$ cat src/rtl/instr_fetch.sv
// rtl/instr_fetch.sv - instruction fetch stage: PC, imem req/ack handshake, instruction register
module instr_fetch #(
    parameter int ADDR_W              = 8,
    parameter int INSTR_W             = 16,
    parameter logic [ADDR_W-1:0] RESET_PC = '0
) (
    input  logic               clk,
    input  logic               rst_n,
    input  logic               fetch_en,
    output logic               imem_req,
    output logic [ADDR_W-1:0]  imem_addr,
    input  logic               imem_ack,
    input  logic [INSTR_W-1:0] imem_rdata,
    output logic [INSTR_W-1:0] instr,
    output logic               id_ce,
    input  logic               exec_done,
    input  logic               jump,
    input  logic [ADDR_W-1:0]  jump_addr,
    output logic [ADDR_W-1:0]  pc
);

    typedef enum logic [1:0] {
        IDLE   = 2'd0,
        FETCH  = 2'd1,
        DECODE = 2'd2
    } state_t;

    state_t state;

    // The address bus is the PC itself; it only matters while imem_req is high.
    assign imem_addr = pc;

    always_ff @(posedge clk or negedge rst_n) begin
        if (!rst_n) begin
            state    <= IDLE;
            pc       <= RESET_PC;
            instr    <= '0;
            imem_req <= 1'b0;
            id_ce    <= 1'b0;
        end else begin
            case (state)
                IDLE: begin
                    if (fetch_en) begin
                        state    <= FETCH;
                        imem_req <= 1'b1;
                    end
                end
                FETCH: begin
                    // Request stays up until acknowledged, even if fetch_en drops meanwhile.
                    if (imem_ack) begin
                        instr    <= imem_rdata;
                        imem_req <= 1'b0;
                        id_ce    <= 1'b1;
                        state    <= DECODE;
                    end
                end
                DECODE: begin
                    if (exec_done) begin
                        pc    <= jump ? jump_addr : pc + 1'b1;
                        id_ce <= 1'b0;
                        if (fetch_en) begin
                            state    <= FETCH;
                            imem_req <= 1'b1;
                        end else begin
                            state    <= IDLE;
                        end
                    end
                end
                default: begin
                    state    <= IDLE;
                    imem_req <= 1'b0;
                    id_ce    <= 1'b0;
                end
            endcase
        end
    end

endmodule

$ cat config.mk
export PLATFORM = sky130hd
export DESIGN_NAME = instr_fetch
export DESIGN_NICKNAME = d
export VERILOG_FILES = /design/src/rtl/instr_fetch.sv
export SDC_FILE = /design/constraint.sdc
export NUM_CORES = 1
export LEC_CHECK = 0
export ABC_AREA = 1
export ABC_CLOCK_PERIOD_IN_PS = 3350
export CAP_MARGIN = 20
export CORE_ASPECT_RATIO = 0.7
export CORE_MARGIN = 1.5
export CORE_UTILIZATION = 44
export CTS_CLUSTER_SIZE = 40
export DETAILED_ROUTE_END_ITERATION = 12
export GPL_ROUTABILITY_DRIVEN = 0
export PLACE_DENSITY = 0.88
export SYNTH_ARGS = -nofsm -noshare
export SYNTH_HDL_FRONTEND = slang
export SYNTH_SLANG_ARGS = --single-unit
$ cat constraint.sdc
create_clock -name clk -period 3.35 [get_ports clk]
set_input_delay 0.67 -clock clk [delete_from_list [all_inputs] [get_ports clk]]
set_output_delay 0.67 -clock clk [all_outputs]
set_load 0.005 [all_outputs]
* After elaboration in Yosys (flattened, before gate mapping)
Index checks and enable logic that the tools add are counted.
** Cells by class
- Add/subtract/negate cells :: 1
- Eq/ne operators :: 5
- Mux-type cells :: 13
- Bitwise operators :: 1
- Reduce and logical (&&, ||, !) cells :: 6
** Operator list (count)
- $add 8x1->8 const B :: 1
- $mux 8 :: 1
- $mux 1 :: 6
- $mux 2 :: 3
- $ne 2x2->1 const B :: 3
- $pmux 1 s3 :: 2
- $pmux 2 s3 :: 1
- $reduce_and 2->1 :: 3
- $reduce_and 3->1 :: 2
- $eq 2x1->1 const B :: 1
- $eq 2x2->1 const B :: 1
- $logic_not 2->1 :: 1
- $not 1->1 :: 1
** Storage, ports and cells
- Register bits :: 28
- Input bits :: 30
- Output and inout bits :: 34

* Longest topological paths before layout
Gate-level depths: netlist of the first run.
- Word-level depth :: 3
- Depth in mapped cells :: 8
- Gate-level depth less buffers :: 8

* Worst setup path before layout of the first run
Ideal clock, no wire load.
- Path type :: input to register
- Start :: input imem_ack
- End :: register instr[0]
- Library setup time :: 125 ps
- Arrival :: 1248 ps
- Required time :: 3225 ps
- Slack :: 1977 ps
- Cell stages on the path :: 3
- Buffers on the path :: 1
- Cells stage by stage :: nand3_4 buf_6 mux2_4
** On the way
- Longest elaborated chain between the ends :: 1
** RTL lines
- start, declared :: RTL line 12 : input logic imem_ack,
- $reduce_and 2->1 (no source line)
- end signal, assigned :: RTL line 51 : instr <= imem_rdata;
- end, declared :: RTL line 14 : output logic [INSTR_W-1:0] instr,
No other way between the ends.
A chain may end at the register's enable or synchronous reset.

* Final worst setup path of the first run
- Start :: register pc[0] (netlist: imem_addr[0])
- End :: output imem_addr[0]
** RTL lines
- start, declared :: RTL line 19 : output logic [ADDR_W-1:0] pc
- start signal, assigned :: RTL line 59 : pc <= jump ? jump_addr : pc + 1'b1;
- end, declared :: RTL line 11 : output logic [ADDR_W-1:0] imem_addr,
No word-level cell between the ends.

==> flow_metrics.py, run 1 <==
metrics = {
    "status": {
        "status": "complete, no violations",
    },
    "route": {
        "vias": 1182,
        "drt_iter0_drc": 118,
        "ant_nets": 0,
        "dr.pass1.iters": 4,
        "drcViolationCount": 0,
        "avgViaCountPerCell": 5.09,
        "wl_per_cell_um": 14.0,
        "wirelength_um": 3240,
    },
    "cells_and_area": {
        "final_cell_mix": "63 x clkdlybuf4s50_1, 28 x dfrtp_1, 25 x nand2_1",
        "fill_cells": 203,
        "instances_no_fill": 232,
        "num_antenna_cells": 0,
        "drive_above_1_share": 0.122,
        "layout_commonest_cell": "clkdlybuf4s50_1",
        "nNetsFinal": 228,
        "multi_input_area_sq_um": 541,
        "area_growth_pct": 47.5,
        "ff_latch_area_sq_um": 701,
    },
    "die": {
        "design.portCount": 64,
        "dieArea_sq_um": 3480,
        "fp.dieH_um": 49.8,
        "rows": 16,
        "dieWidth_um": 69.9,
        "core-area_sq_um": 2880,
        "start_util": 0.478,
    },
    "synthesis": {
        "synth_seq_area_share": 0.509,
        "synth_top_area_cell": "dfrtp_1",
        "syn_inst": 139,
        "synth_area_leaders": "dfrtp_1 51%, mux2_4 8.7%, nand2_1 6.8%",
        "avgSynthCellArea_sq_um": 9.91,
        "synth_top_area_share": 0.509,
        "ys_warn_count": 0,
        "syn_area_sq_um": 1380,
        "synth-seq-cells": 28,
        "yosysUniqueCellTypes": 19,
        "syn-num-nets": 170,
    },
    "grt": {
        "grt_pass1_wl_um": 5350,
        "grt_usage": 0.194,
        "grt_max_degree": 29,
        "grtUsageMet2": 0.340,
        "grt_pass1_vias": 1172,
        "grt_overflow_total": 0,
        "top_usage_layer": "met2",
        "antenna_found_initial": 0,
        "globalRouteMet3Util": 0.0389,
        "grt_util_met1": 0.248,
    },
    "setup_path": {
        "timing.rr.start": "state[0]",
        "max_stage_delay_ns": 0.55,
        "startpoint": "imem_addr[0]",
        "startpoint_type": "flip-flop",
        "ff2ff_path_depth": 7,
        "end_kind": "output pin",
        "critPathSlowestCell": "clkdlybuf4s50_1",
        "reg2reg_to": "imem_addr[5]",
        "reg2reg_slack_ns": 1.77,
        "worst-path-buf-inv": 1,
        "critPathArrivalTime_ns": 1.28,
        "cp.required_ns": 2.68,
        "cp_top_family": "buffers and inverters",
        "critPathMaxFanout": 6,
        "crit_chain": "clkdlybuf4s50_1",
        "path_class": "flip-flop to output pin",
    },
    "pwr": {
        "p_leak_nw": 0.941,
        "p_int_w": 0.00117,
        "swShare": 0.316,
        "combPwrFrac": 0.505,
        "pwr-share-clk": 0.117,
        "seqPwrFrac": 0.378,
        "p_per_area_nw_per_um2": 844,
        "irDropWorstVdd_v": 0.000437,
        "p_sw_w": 0.000542,
    },
    "timing": {
        "worst_slack_ns": 1.40,
        "setup_viol": 0,
        "clock_skew_ns": 0.00618,
        "hold_slack_ns": 0.519,
        "fmax_mhz": 512,
        "rsz0062_at_grt": "no",
        "fin_crit_ns": 1.95,
        "finalHoldViolations": 0,
        "worstMarginPinSlew_ns": 0.431,
        "finalSetupTns_ns": 0,
        "drv_slew": 0,
        "relSlewSlack": 0.712,
        "finalCritPeriodShare": 0.583,
    },
    "cts": {
        "clock_path_buffers": 2,
        "clockRootBuffer": "clkbuf_8",
        "insertion_delay_ns": 0.27,
        "htreeDepth": 1,
        "cts.sinks": 28,
        "numCtsBuffers": 3,
        "clkTransAtPathRegs_ns": 0.09,
        "cts_hold_buffers": 0,
        "cts_tree": "yes",
        "post_cts_buffers": 0,
        "cts-resized-gates": 0,
    },
    "hold_path": {
        "hold_path_depth": 1,
        "min_from": "instr[13]",
        "hold_path_end": "instr[13]",
        "hold_path_class": "flip-flop to flip-flop",
    },
    "placed_design": {
        "place_inst": 228,
        "dp_hpwl_um": 2470,
        "portBuffers": 63,
        "place_ws_ns": 1.25,
    },
    "run": {
        "cap_violations": 0,
    },
}
==> power groups by stage <==
stage / sequential [W] / clock [W] / combinational [W]
final: 0.000647 / 0.000201 / 0.000866
after global routing: 0.000671 / 0.000222 / 0.000942
after CTS: 0.000646 / 0.000210 / 0.000871
after detailed placement: 0.000651 / 0 / 0.000866
after global placement: 0.000639 / 0 / 0.000844
after floorplan: 0.000643 / 0 / 0.000418
==> logic make-up (layout without fill, tap and decap cells) <==
logic type | count (synthesis) | after routing | synth area share
flops | 28 | 28 | 0.509
fa+ha+maj | 1 | 1 | 0.00908
compound gates | 15 | 15 | 0.0581
mux | 16 | 16 | 0.153
simple gates | 54 | 54 | 0.173
buf+inv | 25 | 82 | 0.0990
==> synth_stat cells <==
library cell	count
o21ai_0	6
inv_2	1
buf_6	1
nor2_1	14
o31ai_1	1
a21oi_1	7
dfrtp_1	28
nand3b_1	1
mux2_2	8
a211oi_1	1
nand2_1	25
buf_4	9
ha_1	1
mux2_4	8
or2_2	1
inv_1	13
nand3_1	12
nand3_4	1
buf_2	1
==> per-stage QoR <==
stage,util,area [sq um],power (W)
2_1_floorplan,-,1380,0.00106
5_1_grt,0.705,2030,0.00184
3_5_place_dp,0.686,1980,0.00152
4_1_cts,0.705,2030,0.00173
6_report,0.705,2030,0.00171
3_3_place_gp,0.686,1980,0.00148
==> how the worst max path moves through the flow <==
| stage | end | slack (ns) | cells past startpoint |
|---|---|---|---|
| after floorplan | instr[0] | 1.98 | 3 |
| after global placement | imem_addr[5] | 1.34 | 7 |
| after detailed placement | imem_addr[5] | 1.25 | 7 |
| after CTS | pc[1] | 1.39 | 1 |
| after global routing | pc[1] | 1.35 | 1 |
| final | imem_addr[0] | 1.40 | 1 |
==> cell type report <==
| cell class | count | share of cell area |
|---|---|---|
| Sequential cell | 28 | 0.345 |
| Timing Repair Buffer | 64 | 0.314 |
| Multi-Input combinational cell | 86 | 0.266 |
| Inverter | 14 | 0.0259 |
| Clock buffer | 4 | 0.0271 |
| Tap cell | 36 | 0.0222 |
==> sequential cells by signal, summed over array words and instances, names as in the netlist <==
register / cells
instr: 16
imem_addr: 8
state: 2
id_ce: 1
imem_req: 1
==> worst reg2reg max path: stages, from the launching register on <==
cell and delay [ns]:
dfrtp_1 0.44, inv_1 0.13, nand3_1 0.33, inv_1 0.29
nand3_1 0.13, nand2_1 0.10, nand2_1 0.06, inv_1 0.05
==> per-layer routing <==
| metal | wire length [um] | vias to the layer above |
|---|---|---|
| li1 | - | 559 |
| met1 | 1340 | 566 |
| met2 | 1690 | 53 |
| met3 | 172 | 4 |
| met4 | 34 | 0 |
| met5 | 0 | - |
(Power assumes the default switching activity.)
==> inputs of run 2 (changes only) <==
Settings changed: ABC_CLOCK_PERIOD_IN_PS 3350 to 1800, CORE_UTILIZATION 44 to 41, PLACE_DENSITY 0.88 to 0.83.
Clock period 3.35 ns to 1.8 ns, I/O delays scaled along.
==> run 2 against run 1 <==
Effect of this change:
- combinational power rose by 87%
- hold slack worse by 0.067 ns
- critical path depth did not move
- clock-buffer cell count decreased by 1
- wire length shrank 1.5%
- final cell count grew 1.7%
- non-clock buffer count rose by 2
- setup slack got worse by 1.3 ns
==> flow_metrics.py, run 2 (synthesized netlist as in run 1, its figures left out) <==
metrics = {
    "route": {
        "met3WireLength_um": 144,
        "avgViaCountPerCell": 4.89,
        "vias": 1153,
        "met2_length_um": 1680,
        "drt_iter0_drc": 43,
        "wirelength_um": 3190,
        "dr.pass1.iters": 4,
        "drcViolationCount": 0,
        "highest_layer": "met4",
        "wl_per_cell_um": 13.5,
        "m1WireLength_um": 1310,
        "ant_nets": 0,
    },
    "setup_path": {
        "worst-path-buf-inv": 1,
        "path_class": "flip-flop to output pin",
        "cp_top_family": "buffers and inverters",
        "critPathSlowestCell": "clkdlybuf4s50_1",
        "end_kind": "output pin",
        "cp.required_ns": 1.44,
        "critPathMaxFanout": 6,
        "max_stage_delay_ns": 0.58,
        "critPathArrivalTime_ns": 1.30,
        "startpoint_type": "flip-flop",
        "crit_chain": "clkdlybuf4s50_1",
    },
    "die": {
        "design.portCount": 64,
        "start_util": 0.435,
        "dieWidth_um": 72.3,
        "dieArea_sq_um": 3720,
        "fp.dieH_um": 51.5,
        "core-area_sq_um": 3170,
        "rows": 17,
    },
    "cells_and_area": {
        "layout_commonest_cell": "clkdlybuf4s50_1",
        "nNetsFinal": 230,
        "fin_util": 0.652,
        "largest_reg_flops": 16,
        "drive_above_1_share": 0.131,
        "num_antenna_cells": 0,
        "final_cell_mix": "63 x clkdlybuf4s50_1, 28 x dfrtp_1, 25 x nand2_1",
        "area_growth_pct": 50.0,
        "final_cell_area_sq_um": 2070,
        "max_flop_register": "instr",
        "fill_cells": 236,
    },
    "grt": {
        "grt_pass1_vias": 1114,
        "antenna_found_initial": 0,
        "grt_usage": 0.176,
        "grt_pass1_wl_um": 5100,
        "grt_overflow_total": 0,
        "grt_max_degree": 29,
    },
    "cts": {
        "clock_path_buffers": 2,
        "post_cts_buffers": 0,
        "cts_hold_buffers": 0,
        "numCtsBuffers": 3,
        "cts_tree": "yes",
        "clkTransAtPathRegs_ns": 0.10,
        "cts-resized-gates": 0,
        "htreeDepth": 1,
        "cts.sinks": 28,
        "insertion_delay_ns": 0.27,
        "clockRootBuffer": "clkbuf_8",
    },
    "pwr": {
        "p_per_area_nw_per_um2": 1600,
        "p_leak_nw": 0.957,
        "irDropWorstVdd_v": 0.000782,
    },
    "timing": {
        "worstMarginPinSlew_ns": 0.369,
        "drv_slew": 0,
        "fin_crit_ns": 1.66,
        "setup_viol": 0,
        "finalHoldViolations": 0,
        "fmax_mhz": 602,
        "finalCritPeriodShare": 0.923,
        "rsz0062_at_grt": "no",
        "finalSetupTns_ns": 0,
        "relSlewSlack": 0.754,
        "clock_skew_ns": 0.00817,
    },
    "placed_design": {
        "place_area_sq_um": 1990,
        "dp_hpwl_um": 2550,
        "portBuffers": 63,
    },
    "status": {
        "status": "complete, no violations",
    },
    "hold_path": {
        "hold_path_class": "input pin to asynchronous set/reset pin",
    },
    "run": {
        "cap_violations": 0,
    },
}
==> run 2: cell types whose count changed in the layout (fill, tap and decap cells not counted) <==
cell,delta
buf_4,+2
clkbuf_8,-1
bufinv_16,+1
==> run 2: routing by layer <==
layer / global-route usage / up-vias
li1: - / 563
met1: 0.219 / 556
met2: 0.313 / 28
met3: 0.0446 / 6
met4: 0.0377 / 0
met5: 0 / -
==> run 2: area by class of cell <==
type,instances,area [sq um],area share
Clock inverter,1,30.0,0.0145
Inverter,14,52.6,0.0254
Timing Repair Buffer,66,653,0.316
Clock buffer,3,41.3,0.0200
Tap cell,38,47.5,0.0230
Sequential cell,28,701,0.339
Multi-Input combinational cell,86,541,0.262
==> run 2: metrics by stage <==
stage	setup WS (ns)	hold WS, ns	power, W	std cells
final	0.138	0.453	0.00330	236
after floorplan	0.641	0.0644	0.00197	139
after global routing	0.103	0.482	0.00352	236
after detailed placement	0.126	0.495	0.00284	232
after CTS	0.140	0.467	0.00334	236
after global placement	0.149	0.489	0.00276	232
==> run 2: worst paths after layout <==
kind / startpoint / endpoint / slack (ns) / depth (start not counted)
min in group clk: instr[9] / instr[9] / 0.51 / 1
max: imem_addr[1] / imem_addr[1] / 0.14 / 1
max reg2reg: state[0] / imem_addr[4] / 0.41 / 6
min: rst_n / imem_addr[3] / 0.45 / 2
max in group asynchronous: rst_n / id_ce / 1.08 / 2
min reg2reg: instr[9] / instr[9] / 0.51 / 1
==> run 2: where the power goes <==
| group | total, W | switching, W | internal, W |
|---|---|---|---|
| sequential | 0.00120 | 0.000254 | 0.000942 |
| combinational | 0.00162 | 0.000567 | 0.00105 |
| clock | 0.000491 | 0.000193 | 0.000298 |
==> run 2: worst reg2reg max path, stage by stage (launching register included) <==
cell,delay (ns)
dfrtp_1,0.44
inv_1,0.13
nand3_1,0.25
inv_1,0.24
nand3_1,0.09
o21ai_0,0.08
inv_1,0.06
==> inputs of run 3 (changes only) <==
Settings changed: PLACE_DENSITY 0.83 to 0.8.
==> run 3 against run 2 <==
Effect of this change:
- flip-flop and latch count stayed put
- register-to-register slack worse by 0.02 ns
- non-clock buffer count stayed put
- critical endpoint is now pc[6]
- hold slack improved by 0.0023 ns
- final cell count down 0.42%
- largest cell class unchanged
- sequential share of layout area increased by 0.50 points
==> flow_metrics.py, run 3 (synthesized netlist as in run 1, its figures left out) <==
metrics = {
    "cts": {
        "numCtsBuffers": 3,
        "clockRootBuffer": "clkbuf_8",
        "clock_path_buffers": 2,
        "cts_hold_buffers": 0,
        "post_cts_buffers": 0,
        "cts_tree": "yes",
        "clkTransAtPathRegs_ns": 0.09,
        "cts-resized-gates": 0,
        "htreeDepth": 1,
        "insertion_delay_ns": 0.27,
        "cts.sinks": 28,
    },
    "timing": {
        "finalCritPeriodShare": 0.902,
        "clock_skew_ns": 0.00367,
        "relSlewSlack": 0.758,
        "worstMarginPinSlew_ns": 0.363,
        "fin_crit_ns": 1.62,
        "rsz0062_at_grt": "no",
        "setup_viol": 0,
        "drv_slew": 0,
        "worst_slack_ns": 0.177,
        "fmax_mhz": 616,
        "finalSetupTns_ns": 0,
        "finalHoldViolations": 0,
    },
    "cells_and_area": {
        "drive_above_1_share": 0.127,
        "multi_input_area_sq_um": 541,
        "area_growth_pct": 47.8,
        "final_cell_mix": "63 x clkdlybuf4s50_1, 28 x dfrtp_1, 25 x nand2_1",
        "largest_reg_flops": 16,
        "fin_util": 0.642,
        "ff_latch_area_sq_um": 701,
        "layout_commonest_cell": "clkdlybuf4s50_1",
        "instances_no_fill": 235,
        "nNetsFinal": 230,
        "fill_cells": 232,
        "max_flop_register": "instr",
        "num_antenna_cells": 0,
        "final_cell_area_sq_um": 2040,
    },
    "route": {
        "dr.pass1.iters": 4,
        "drt_iter0_drc": 84,
        "wirelength_um": 3110,
        "drcViolationCount": 0,
        "avgViaCountPerCell": 4.85,
        "vias": 1139,
        "ant_nets": 0,
        "wl_per_cell_um": 13.3,
    },
    "setup_path": {
        "path_depth": 1,
        "end_kind": "output pin",
        "path_class": "flip-flop to output pin",
        "critPathMaxFanout": 6,
        "ff2ff_path_depth": 5,
        "cp.required_ns": 1.44,
        "critPathSlowestCell": "clkdlybuf4s50_1",
        "startpoint_type": "flip-flop",
        "critPathArrivalTime_ns": 1.26,
        "crit_chain": "clkdlybuf4s50_1",
        "cp_top_family": "buffers and inverters",
        "worst-path-buf-inv": 1,
        "max_stage_delay_ns": 0.54,
    },
    "grt": {
        "antenna_found_initial": 0,
        "grt_pass1_vias": 1076,
        "grt_max_degree": 29,
        "grt_pass1_wl_um": 5020,
        "grt_usage": 0.175,
        "grt_overflow_total": 0,
    },
    "pwr": {
        "irDropWorstVdd_v": 0.000635,
        "p_leak_nw": 0.943,
        "p_per_area_nw_per_um2": 1540,
    },
    "placed_design": {
        "dp_hpwl_um": 2470,
        "place_ws_ns": 0.112,
        "place_area_sq_um": 1990,
        "place_inst": 232,
        "portBuffers": 63,
    },
    "die": {
        "dieWidth_um": 72.3,
        "fp.dieH_um": 51.5,
        "dieArea_sq_um": 3720,
        "core-area_sq_um": 3170,
        "design.portCount": 64,
        "start_util": 0.435,
        "rows": 17,
    },
    "hold_path": {
        "hold_path_class": "input pin to asynchronous set/reset pin",
    },
    "status": {
        "status": "complete, no violations",
    },
    "run": {
        "cap_violations": 0,
    },
}
==> run 3: through the flow <==
stage / hold WS [ns] / total power (W)
after floorplan: 0.0644 / 0.00197
after global placement: 0.490 / 0.00276
after detailed placement: 0.492 / 0.00282
after CTS: 0.469 / 0.00317
after global routing: 0.485 / 0.00337
final: 0.455 / 0.00313
==> run 3: final timing paths <==
path	slack, ns	startpoint	end
min reg2reg	0.51	instr[15]	instr[15]
max in group asynchronous	1.07	rst_n	instr[10]
min	0.45	rst_n	imem_addr[5]
min in group clk	0.51	instr[15]	instr[15]
max reg2reg	0.39	state[0]	imem_addr[3]
max	0.18	imem_addr[6]	pc[6]
==> run 3: cell type report <==
cell class / count / share of cell area
Inverter: 14 / 0.0258
Clock buffer: 3 / 0.0203
Timing Repair Buffer: 66 / 0.321
Sequential cell: 28 / 0.344
Tap cell: 38 / 0.0234
Multi-Input combinational cell: 86 / 0.266
==> run 3: report_power, final <==
part           internal (W)  switching, W  total, W
clock network      0.000150      0.000184  0.000334
registers          0.000942      0.000259   0.00120
logic               0.00105      0.000550   0.00160
total               0.00214      0.000993   0.00313
==> run 3: routing by layer <==
metal  GRT usage  wire length, um  up-vias
li1            -                -      560
met4      0.0597               58        0
met5           0                0        -
met2       0.310             1630       39
met3      0.0252              103       10
met1       0.222             1320      530
